--- src/rtl/uart_pkg.sv ---
// Shared types and helpers for the UART receive path.
package uart_pkg;

    // Parity modes, numbered to match the PARITY parameter of the receiver.
    typedef enum logic [1:0] {
        NONE = 2'd0,
        ODD  = 2'd1,
        EVEN = 2'd2
    } parity_t;

    // Receiver frame states.
    typedef enum logic [2:0] {
        StIdle      = 3'd0,
        StStart     = 3'd1,
        StData      = 3'd2,
        StParity    = 3'd3,
        StStop      = 3'd4,
        StBreakWait = 3'd5
    } rx_state_t;

    // Two-out-of-three vote used to decide each bit from its three samples.
    function automatic logic majority3(input logic a, input logic b, input logic c);
        return (a & b) | (a & c) | (b & c);
    endfunction

endpackage

--- src/rtl/uart_rx_sync.sv ---
// Two-flop synchroniser for an asynchronous single-bit input.
// The reset value is a parameter so idle-high and idle-low lines can share it.
module uart_rx_sync #(
    parameter logic RESET_VAL = 1'b1
) (
    input  logic clk,
    input  logic rst_n,
    input  logic d,
    output logic q
);

    logic meta;

    // Capture the raw input, then retime it once more before anyone uses it.
    always_ff @(posedge clk or negedge rst_n) begin
        if (!rst_n) begin
            meta <= RESET_VAL;
            q    <= RESET_VAL;
        end else begin
            meta <= d;
            q    <= meta;
        end
    end

endmodule

--- src/rtl/uart_rx_param.sv ---
// Parametrised UART receiver: 5..9 data bits, optional odd/even parity,
// 1 or 2 stop bits, 3-sample majority voting per bit, and parity / framing /
// break reporting with a single-cycle data-valid strobe per frame.
module uart_rx_param
    import uart_pkg::*;
#(
    parameter int CLKS_PER_BIT = 10416,
    parameter int DATA_BITS    = 8,
    parameter int PARITY       = 0,
    parameter int STOP_BITS    = 1
) (
    input  logic                 i_Clock,
    input  logic                 i_Reset_n,
    input  logic                 i_RX_Serial,
    output logic                 o_RX_DV,
    output logic [DATA_BITS-1:0] o_RX_Byte,
    output logic                 o_Parity_Err,
    output logic                 o_Frame_Err,
    output logic                 o_Break
);

    // ------------------------------------------------------------------
    // Elaboration-time parameter legality
    // ------------------------------------------------------------------
    if (DATA_BITS < 5 || DATA_BITS > 9) begin : g_chk_data_bits
        $error("uart_rx_param: DATA_BITS must be in 5..9");
    end
    if (STOP_BITS < 1 || STOP_BITS > 2) begin : g_chk_stop_bits
        $error("uart_rx_param: STOP_BITS must be 1 or 2");
    end
    if (CLKS_PER_BIT < 4) begin : g_chk_clks
        $error("uart_rx_param: CLKS_PER_BIT must be 4 or more");
    end
    if (PARITY < 0 || PARITY > 2) begin : g_chk_parity
        $error("uart_rx_param: PARITY must be 0, 1 or 2");
    end

    // ------------------------------------------------------------------
    // Derived constants
    // ------------------------------------------------------------------
    localparam int CntW = $clog2(CLKS_PER_BIT);
    localparam int Mid  = (CLKS_PER_BIT - 1) / 2;
    localparam int IdxW = $clog2(DATA_BITS);

    // Samples straddle the bit centre; the decision uses the third one live.
    localparam logic [CntW-1:0] CntSmp0 = CntW'(Mid - 1);
    localparam logic [CntW-1:0] CntSmp1 = CntW'(Mid);
    localparam logic [CntW-1:0] CntDec  = CntW'(Mid + 1);
    localparam logic [CntW-1:0] CntLast = CntW'(CLKS_PER_BIT - 1);

    localparam logic [IdxW-1:0] IdxLast = IdxW'(DATA_BITS - 1);
    localparam parity_t         ParMode = parity_t'(PARITY[1:0]);

    // ------------------------------------------------------------------
    // Signals
    // ------------------------------------------------------------------
    logic                 rx_s;
    rx_state_t            state;
    logic [CntW-1:0]      cnt;
    logic [IdxW-1:0]      bit_idx;
    logic                 stop_idx;
    logic                 smp0;
    logic                 smp1;
    logic [DATA_BITS-1:0] shreg;
    logic                 par_bit;
    logic                 frame_acc;
    logic                 all_zero;

    logic                 at_dec;
    logic                 bit_val;
    logic                 last_stop;
    logic                 par_err;

    // ------------------------------------------------------------------
    // Input synchroniser (line idles high)
    // ------------------------------------------------------------------
    uart_rx_sync #(
        .RESET_VAL (1'b1)
    ) u_sync (
        .clk   (i_Clock),
        .rst_n (i_Reset_n),
        .d     (i_RX_Serial),
        .q     (rx_s)
    );

    // ------------------------------------------------------------------
    // Bit decision and frame status helpers
    // ------------------------------------------------------------------

    // Decision strobe, voted bit value and end-of-frame / parity evaluation.
    always_comb begin
        at_dec    = (cnt == CntDec);
        bit_val   = majority3(smp0, smp1, rx_s);
        last_stop = (STOP_BITS == 1) || stop_idx;
        par_err   = 1'b0;
        unique case (ParMode)
            ODD:     par_err = ~(^shreg ^ par_bit);
            EVEN:    par_err = ^shreg ^ par_bit;
            default: par_err = 1'b0;
        endcase
    end

    // ------------------------------------------------------------------
    // Receive FSM with bit timer, sampling and registered outputs
    // ------------------------------------------------------------------

    // Frame sequencing: start qualification, data shift, parity, stop and break.
    always_ff @(posedge i_Clock or negedge i_Reset_n) begin
        if (!i_Reset_n) begin
            state        <= StIdle;
            cnt          <= '0;
            bit_idx      <= '0;
            stop_idx     <= 1'b0;
            smp0         <= 1'b1;
            smp1         <= 1'b1;
            shreg        <= '0;
            par_bit      <= 1'b0;
            frame_acc    <= 1'b0;
            all_zero     <= 1'b0;
            o_RX_DV      <= 1'b0;
            o_RX_Byte    <= '0;
            o_Parity_Err <= 1'b0;
            o_Frame_Err  <= 1'b0;
            o_Break      <= 1'b0;
        end else begin
            o_RX_DV <= 1'b0;

            if (cnt == CntSmp0) begin
                smp0 <= rx_s;
            end
            if (cnt == CntSmp1) begin
                smp1 <= rx_s;
            end

            // Bit timer free-runs through a frame; IDLE reloads it on the start edge.
            if (state != StIdle && state != StBreakWait) begin
                cnt <= (cnt == CntLast) ? '0 : cnt + 1'b1;
            end

            case (state)
                StIdle: begin
                    if (!rx_s) begin
                        // The detecting cycle itself counts as cnt 0.
                        cnt       <= CntW'(1);
                        bit_idx   <= '0;
                        stop_idx  <= 1'b0;
                        frame_acc <= 1'b0;
                        all_zero  <= 1'b1;
                        state     <= StStart;
                    end
                end

                StStart: begin
                    if (at_dec) begin
                        state <= bit_val ? StIdle : StData;
                    end
                end

                StData: begin
                    if (at_dec) begin
                        // LSB first: after DATA_BITS shifts bit 0 holds the first bit.
                        shreg    <= {bit_val, shreg[DATA_BITS-1:1]};
                        all_zero <= all_zero & ~bit_val;
                        if (bit_idx == IdxLast) begin
                            state <= (ParMode != NONE) ? StParity : StStop;
                        end else begin
                            bit_idx <= bit_idx + 1'b1;
                        end
                    end
                end

                StParity: begin
                    if (at_dec) begin
                        par_bit  <= bit_val;
                        all_zero <= all_zero & ~bit_val;
                        state    <= StStop;
                    end
                end

                StStop: begin
                    if (at_dec) begin
                        if (last_stop) begin
                            o_RX_DV      <= 1'b1;
                            o_RX_Byte    <= shreg;
                            o_Parity_Err <= par_err;
                            o_Frame_Err  <= frame_acc | ~bit_val;
                            o_Break      <= all_zero & ~bit_val;
                            // Leaving mid-bit lets the next start edge resynchronise.
                            state        <= (all_zero & ~bit_val) ? StBreakWait : StIdle;
                        end else begin
                            stop_idx  <= 1'b1;
                            frame_acc <= frame_acc | ~bit_val;
                            all_zero  <= all_zero & ~bit_val;
                        end
                    end
                end

                StBreakWait: begin
                    // Ignore the held-low line until it recovers to idle.
                    if (rx_s) begin
                        state <= StIdle;
                    end
                end

                default: begin
                    state <= StIdle;
                end
            endcase
        end
    end

endmodule
--- config.mk ---
export PLATFORM = sky130hd
export DESIGN_NAME = uart_rx_param
export DESIGN_NICKNAME = d
export VERILOG_FILES = /design/src/rtl/uart_pkg.sv /design/src/rtl/uart_rx_sync.sv /design/src/rtl/uart_rx_param.sv
export SDC_FILE = /design/constraint.sdc
export NUM_CORES = 1
export LEC_CHECK = 0
export BUFFER_PORTS_ARGS = -buffer_cell sky130_fd_sc_hd__buf_4
export CORE_MARGIN = 2
export CORE_UTILIZATION = 55
export DETAILED_ROUTE_END_ITERATION = 10
export PLACE_DENSITY = 0.84
export REMOVE_ABC_BUFFERS = 1
export SLEW_MARGIN = 40
export SYNTH_ARGS = -nofsm -noshare
export SYNTH_HDL_FRONTEND = slang
export SYNTH_SLANG_ARGS = --single-unit
--- constraint.sdc ---
create_clock -name i_Clock -period 5 [get_ports i_Clock]
set_input_delay 0.25 -clock i_Clock [delete_from_list [all_inputs] [get_ports i_Clock]]
set_output_delay 0.25 -clock i_Clock [all_outputs]
set_load 0.1 [all_outputs]
# Word level (Yosys, flattened, before mapping)
# Index checks and enable logic that the tools add are counted.
# word_totals
reg_bits	44
in_bits	3
output_inout_bits	12
elab_cells	76
# classes
add_sub_neg	2
eq_ne	20
n_mux	23
bitwise_logic	7
n_reduce_logical	11
# op_table
op	count
$mux 14	4
$eq 14x13->1 const B	3
$mux 3	11
$pmux 3 s6	1
$add 14x1->14 const B	1
$eq 14x14->1 const B	1
$ne 2x2->1 const B	7
$eq 3x3->1 const B	3
$reduce_and 7->1	1
$eq 3x2->1 const B	2
$pmux 3 s2	1
$and 1x1->1	4
$mux 1	4
$ne 2x1->1 const B	2
$reduce_and 2->1	2
$reduce_and 4->1	1
$reduce_bool 2->1	2
$add 3x1->3 const B	1
$eq 3x1->1 const B	1
$logic_not 3->1	1
$ne 3x3->1 const B	1
$reduce_and 3->1	1
$reduce_bool 3->1	1
$mux 2	1
5 further kinds	6

# Logic depth before layout (Yosys ltp)
# Gate-level depths: netlist of the first run.
# depth
ltp_word	8
mapped_depth	7

# Modules after synthesis
# Synthesis of the first run repeated with hierarchy kept, for this count alone.
# unflattened
cells_unflattened	200
hier_area_um2	2215.9
# by_module_without_submodules
module	n_inst	cells_each	area_each_um2	seq_area_each_um2
uart_rx_param	1	198	2163.3	1053.5
uart_rx_sync	1	2	52.6	52.6

# Least setup slack after synthesis of the first run
# OpenSTA, ideal clock, no wires.
# synth_timing
path_kind	register to register
start	register cnt[9]
end	register state[1]
t_arrival_ns	1.791
t_required_ns	4.923
slack_ns	3.131
stages_incl_launch_ff	5
path_buffers	0
synth_period_minus_slack_ns	1.869
path_cell_list	dfrtp_1 -> or2_1 -> or4_4 -> or4b_1 -> a21oi_1
# synth_between
elab_chain_len	3
elab_cells_between_ends	6
cone_classes	eq/ne: 5; reduce/logical: 1
# synth_rtl
item	line	source
from (decl)	uart_rx_param.sv:59	logic [CntW-1:0] cnt;
from (signal assigned)	uart_rx_param.sv:137	cnt <= (cnt == CntLast) ? '0 : cnt + 1'b1;
from (signal assigned)	uart_rx_param.sv:144	cnt <= CntW'(1);
$eq 14x13->1 *	uart_rx_param.sv:92	at_dec = (cnt == CntDec);
$ne 2x2->1 (no line)	n/a	
$reduce_and 7->1 (no line) *	n/a	
to (signal assigned)	uart_rx_param.sv:110	state <= StIdle;
to (signal assigned)	uart_rx_param.sv:149	state <= StStart;
to (signal assigned)	uart_rx_param.sv:155	state <= bit_val ? StIdle : StData;
to (decl)	uart_rx_param.sv:58	rx_state_t state;
# Every way passes the cells marked *; elsewhere a longest branch is shown, timed or not.
# A chain may end at the register's enable or synchronous reset.

# Final worst setup path of the first run
# layout_timing
start	register cnt[8]
end	register state[1]
# Same word-level chain as after synthesis.

==> flow_summary.toml, run 1 <==
[floorplan]
core_um2 = 3660
initial_core_util_pct = 57.6
pin_count = 15
die_y_um = 65.9
dieArea_um2 = 4340
rows = 22
fp.dieW_um = 65.9

[layout]
finalCoreUtilization_pct = 64.4
layout_commonest_cell = "dfrtp_1"
final_cell_mix = "40 x dfrtp_1, 18 x mux2_2, 15 x o21ai_0"
multi_input_comb_area_um2 = 958
seq_area_um2 = 1110
n_antenna_cell = 0
drive_gt1_share_pct = 22.8
final_nets = 213
area_delta_synth_final_pct = 11.9
fillerInstances = 292
fin_area_um2 = 2360

[timing]
fmax_mhz = 486
final_hold_viol_count = 0
tns_ns = 0
fin_crit_ns = 2.06
finalSetupViolCount = 0
slew_headroom_pct = 57.7
tightestPinTransition_ns = 0.629
rsz0062_at_grt = "false"
drv_slew = 0
fin_crit_sh_pct = 41.1
skew_ns = 0.00221

[worst_setup_path]
end_kind = "flip-flop"
crit_required_ns = 5.23
cp_max_fo = 13
start_kind = "flip-flop"
arrival_ns = 2.29
crit_type = "flip-flop to flip-flop"

[grt]
grt_overflow = 0
track_usage_pct = 20.1
antenna_found_initial = 0
grt_pass1_wl_um = 6590
grt_max_degree = 45
grt_pass1_vias = 1419

[yosys]
synth_edf_count = 0
synth_seq_cells = 44
synthArstFlopShare_pct = 100
yosysSeqAreaShare_pct = 52.5
yosys_warnings = 0
ys.flop_type = "dfrtp_1"
synth.distinct_cells = 40
syn_area_um2 = 2110
postSynthAreaPerCell_um2 = 11.0
syn_inst = 191

[clocking]
cts.htree.levels = 2
insertion_delay_ns = 0.30
clk_pin_slew_worst_paths_ns = 0.08
cts_root_buf = "clkbuf_8"
clockBufferDepth = 2
cts_tree = "yes"
cts_made_buffers = 5
clock-sinks = 44

[detailed_routing]
vias = 1501
wl_per_cell_um = 15.2
vias_per_cell = 5.91
dr.pass1.iters = 4
route.detailed.drc = 0
ant_nets = 0
drt_iter0_markers = 76
wirelength_um = 3860

[place]
io_buffers = 13
dp_hpwl_um = 2670
placed_area_um2 = 2240
gp_congestion = 0.807

[run]
maxCapViolations = 0

[outcome]
run_status = "finished clean"

[power_and_ir_drop]
p_per_area_nw_per_um2 = 271
ir_drop_mv = 0.243
power.leakage_nw = 1.06

[min_path]
hp-class = "primary input to flip-flop"
==> area by class of cell <==
| cell class | count | share of cell area, % |
|---|---|---|
| Multi-Input combinational cell | 135 | 40.6 |
| Clock buffer | 6 | 3.08 |
| Sequential cell | 44 | 46.9 |
| Clock inverter | 2 | 1.49 |
| Tap cell | 48 | 2.55 |
| Inverter | 5 | 0.796 |
| Timing Repair Buffer | 14 | 4.56 |
==> path summary, 6_finish.rpt <==
path	slack (ns)	endpoint	startpoint	cells after the start
worst max-delay path	2.94	state[1]$_DFFE_PN0P_	cnt[8]$_DFF_PN0_	4
worst min-delay path	0.05	u_sync.meta$_DFF_PN1_	i_RX_Serial	1
worst max register to register	2.94	state[1]$_DFFE_PN0P_	cnt[8]$_DFF_PN0_	4
worst min register to register	0.36	u_sync.q$_DFF_PN1_	u_sync.meta$_DFF_PN1_	0
max in group asynchronous	4.15	smp0$_DFFE_PN1N_	i_Reset_n	2
min in group asynchronous	0.48	cnt[1]$_DFF_PN0_	i_Reset_n	2
==> synth_stat cells, types with 4 or more instances <==
| library cell | instances | area (um^2) |
|---|---|---|
| dfrtp_1 | 40 | 1000 |
| mux2_2 | 18 | 203 |
| o21ai_0 | 15 | 75.1 |
| nand2_1 | 12 | 45.0 |
| a21oi_1 | 11 | 55.1 |
| nand3_1 | 11 | 55.1 |
| nor2_1 | 11 | 41.3 |
| xor2_1 | 6 | 52.6 |
| ha_1 | 5 | 62.6 |
| inv_1 | 5 | 18.8 |
| or3_1 | 5 | 31.3 |
| dfstp_2 | 4 | 105 |
| nand3b_1 | 4 | 30.0 |
==> metrics by stage <==
| stage | std cells | hold slack, ns | total power [mW] | worst slack (ns) |
|---|---|---|---|---|
| 3_5_place_dp | 245 | 0.274 | 0.376 | 2.78 |
| 2_1_floorplan | 184 | -0.0456 | 0.368 | 3.07 |
| 4_1_cts | 254 | 0.0429 | 0.643 | 2.77 |
| 5_1_grt | 254 | 0.0386 | 0.658 | 2.82 |
| 6_report | 254 | 0.0489 | 0.639 | 2.94 |
| 3_3_place_gp | 245 | 0.270 | 0.376 | 2.77 |
==> flip-flops by register name, summed over array words and instances, names as in the netlist <==
signal / flops
all_zero: 1
bit_idx: 3
cnt: 14
o_Break: 1
o_Frame_Err: 1
o_RX_Byte: 8
o_RX_DV: 1
shreg: 8
smp0: 1
smp1: 1
state: 3
u_sync.meta: 1
u_sync.q: 1
==> report_power, final <==
group | internal, mW | switching (mW) | leakage [nW] | total [mW]
Sequential | 0.357 | 0.000839 | 0.576 | 0.358
Clock | 0.148 | 0.121 | 0.0552 | 0.269
Combinational | 0.00153 | 0.00989 | 0.429 | 0.0114
Total | 0.507 | 0.132 | 1.06 | 0.639
==> repair_timing <==
item | CTS | global route
resized for setup | 0 | 0
hold buffers | 1 | 0
hold endpoints to repair | 40 | 0
setup buffers | 0 | 0
==> kinds of logic after synthesis <==
| kind of cell | count (synthesis) | share of synthesized area [%] |
|---|---|---|
| multiplexers | 18 | 9.61 |
| XOR/XNOR | 7 | 3.26 |
| buffers and inverters | 12 | 2.49 |
| AO/OA/AOI/OAI | 33 | 8.66 |
| other | 1 | 0.178 |
| AND/OR/NAND/NOR | 70 | 19.9 |
| flip-flops | 44 | 52.5 |
| adder cells (fa/ha/maj) | 6 | 3.44 |
==> critical path, cell delays in order (launching register included) <==
cell and delay, ns:
dfrtp_1 0.45, or2_1 0.27, or4_4 0.63, or4b_1 0.49, a21oi_1 0.15
==> metal layers <==
metal  up-vias  wire length, um  GRT usage, %  part of all wire (%)
met2        35             1800          31.1                    47
li1        721                -             -                     -
met4         0               75          8.59                   1.9
met1       739             1840          27.4                    48
met3         6              148          4.09                   3.8
met5         -                0             0                     0
Power figures use the tool's default switching activity.
==> run 2: changes to the inputs <==
--- a/config.mk
+++ b/config.mk
@@ -7,7 +7,7 @@
 export LEC_CHECK = 0
 export BUFFER_PORTS_ARGS = -buffer_cell sky130_fd_sc_hd__buf_4
 export CORE_MARGIN = 2
-export CORE_UTILIZATION = 55
+export CORE_UTILIZATION = 53
 export DETAILED_ROUTE_END_ITERATION = 10
 export PLACE_DENSITY = 0.84
 export REMOVE_ABC_BUFFERS = 1
==> constraint.sdc (replaced) <==
create_clock -name i_Clock -period 1.85 [get_ports i_Clock]
set_input_delay 0.0925 -clock i_Clock [delete_from_list [all_inputs] [get_ports i_Clock]]
set_output_delay 0.0925 -clock i_Clock [all_outputs]
set_load 0.1 [all_outputs]
==> flow_summary.toml, run 2 (same netlist as run 1, synthesis figures left out) <==
[detailed_routing]
dr.pass1.iters = 5
vias = 1679
wirelength_um = 4450
vias_per_cell = 5.87
ant_nets = 0
wl_per_cell_um = 15.5
drt_iter0_markers = 127
route.detailed.drc = 0

[timing]
fin_crit_ns = 1.89
finalSetupViolCount = 2
setup_ws_ns = -0.0376
fmax_mhz = 530
slew_headroom_pct = 63.7
rsz0062_at_grt = "true"
drv_slew = 0
final_hold_viol_count = 0
fin_crit_sh_pct = 102
skew_ns = 0.00869
tightestPinTransition_ns = 0.544
tns_ns = -0.0597

[layout]
final_cell_mix = "44 x buf_4, 40 x dfrtp_1, 18 x mux2_2"
drive_gt1_share_pct = 36.1
final_nets = 245
fillerInstances = 267
layout_commonest_cell = "buf_4"
seq_area_um2 = 1110
final_cells = 286
top_regs = "cnt: 14 flops, o_RX_Byte: 8 flops, shreg: 8 flops"
n_antenna_cell = 0
top_register = "cnt"
multi_input_comb_area_um2 = 1020
area_delta_synth_final_pct = 26.8
fin_area_um2 = 2670
largest_reg_flops = 14

[clocking]
cts.htree.levels = 2
insertion_delay_ns = 0.30
clock-sinks = 44
cts_root_buf = "clkbuf_8"
cts_tree = "yes"
cts_made_buffers = 5
clockBufferDepth = 2
clk_pin_slew_worst_paths_ns = 0.09

[power_and_ir_drop]
p_per_area_nw_per_um2 = 661
ir_drop_mv = 0.532
power.leakage_nw = 1.24

[floorplan]
pin_count = 15
fp.dieW_um = 67.1
dieArea_um2 = 4500
initial_core_util_pct = 56.3
core_um2 = 3740
rows = 22
die_y_um = 67.1

[worst_setup_path]
end_kind = "flip-flop"
cp_slowest_cell = "or4_4"
arrival_ns = 2.07
cpPeakStageDelay_ns = 0.44
cp.buffers_inverters = 2
crit_family = "simple AND/OR/NAND/NOR gates"
start_kind = "flip-flop"
cp_max_fo = 12
path_cells = "inv_2 > ha_4 > nand3b_1 > or4_4 > buf_4 > o21ai_0 > nand3_1"
crit_required_ns = 2.03
crit_type = "flip-flop to flip-flop"

[grt]
antenna_found_initial = 0
grt_pass1_wl_um = 7280
track_usage_pct = 21.9
grt_pass1_vias = 1597
grt_max_degree = 45
grt_overflow = 0

[min_path]
hp-class = "primary input to async pin"

[outcome]
violations = "negative setup slack"
run_status = "complete, but fails checks"

[place]
io_buffers = 13
dp_cells = 273
dp_hpwl_um = 2930
placed_area_um2 = 2440
gp_congestion = 0.788

[run]
maxCapViolations = 0
run 2: changes by cell type in the layout (fill, tap and decap cells not counted), moves of 2 or more:
cell | before | now
buf_4 | 13 | 44
inv_1 | 5 | 3
inv_2 | 0 | 2
nand2_2 | 0 | 2
nand2_1 | 12 | 10
run 2: cell type report:
| cell class | instances | area share, % |
|---|---|---|
| Clock buffer | 5 | 2.57 |
| Timing Repair Buffer | 46 | 13.1 |
| Multi-Input combinational cell | 135 | 38.2 |
| Sequential cell | 44 | 41.4 |
| Inverter | 5 | 0.702 |
| Clock inverter | 3 | 1.73 |
| Tap cell | 48 | 2.25 |
run 2: path summary, 6_finish.rpt:
check | startpoint | endpoint | slack, ns | depth (start not counted)
min in group i_Clock | u_sync.meta$_DFF_PN1_ | u_sync.q$_DFF_PN1_ | 0.36 | 0
worst min register to register | u_sync.meta$_DFF_PN1_ | u_sync.q$_DFF_PN1_ | 0.36 | 0
worst min-delay path | i_Reset_n | cnt[7]$_DFF_PN0_ | 0.31 | 2
worst max-delay path | cnt[0]$_DFF_PN0_ | state[2]$_DFFE_PN0P_ | -0.04 | 7
max in group asynchronous | i_Reset_n | smp1$_DFFE_PN1N_ | 1.16 | 2
worst max register to register | cnt[0]$_DFF_PN0_ | state[2]$_DFFE_PN0P_ | -0.04 | 7
run 2: what timing repair did:
action	4_1_cts	5_1_grt
endpoints found under the setup margin	18	20
hold buffers	2	0
endpoints found under the hold margin	41	0
setup buffers	0	3
gates resized for setup	7	6
pin swaps	2	1
gates cloned	0	0
run 2: report_power, final:
group	total, mW	switching, mW	internal, mW	leakage (nW)
sequential	0.968	0.00262	0.965	0.576
clock	0.766	0.359	0.407	0.0548
combinational	0.0329	0.0274	0.00551	0.609
run 2: per-stage QoR:
stage	total power [mW]	worst slack [ns]	utilization, %	hold WS [ns]
global route	1.82	-0.0798	71.4	0.363
detailed placement	1.02	-0.0658	65.2	0.118
floorplan	0.994	-0.0773	-	-0.203
global placement	1.02	-0.00959	65.2	0.112
CTS	1.78	-0.0492	69.5	0.332
finish	1.77	-0.0376	71.4	0.310
run 2: worst register-to-register path, stage by stage (launching register included):
cell and delay, ns:
dfrtp_1 0.41, inv_2 0.10, ha_4 0.13, nand3b_1 0.11
or4_4 0.44, buf_4 0.20, o21ai_0 0.25, nand3_1 0.13
run 2: layer usage:
layer	part of all wire (%)	wire length (um)	vias to the layer above	GRT usage (%)
met2	49	2200	61	32.3
li1	-	-	792	-
met3	5.3	234	18	6.25
met5	0	0	-	0
met4	2.7	119	0	9.95
met1	43	1890	808	29.9
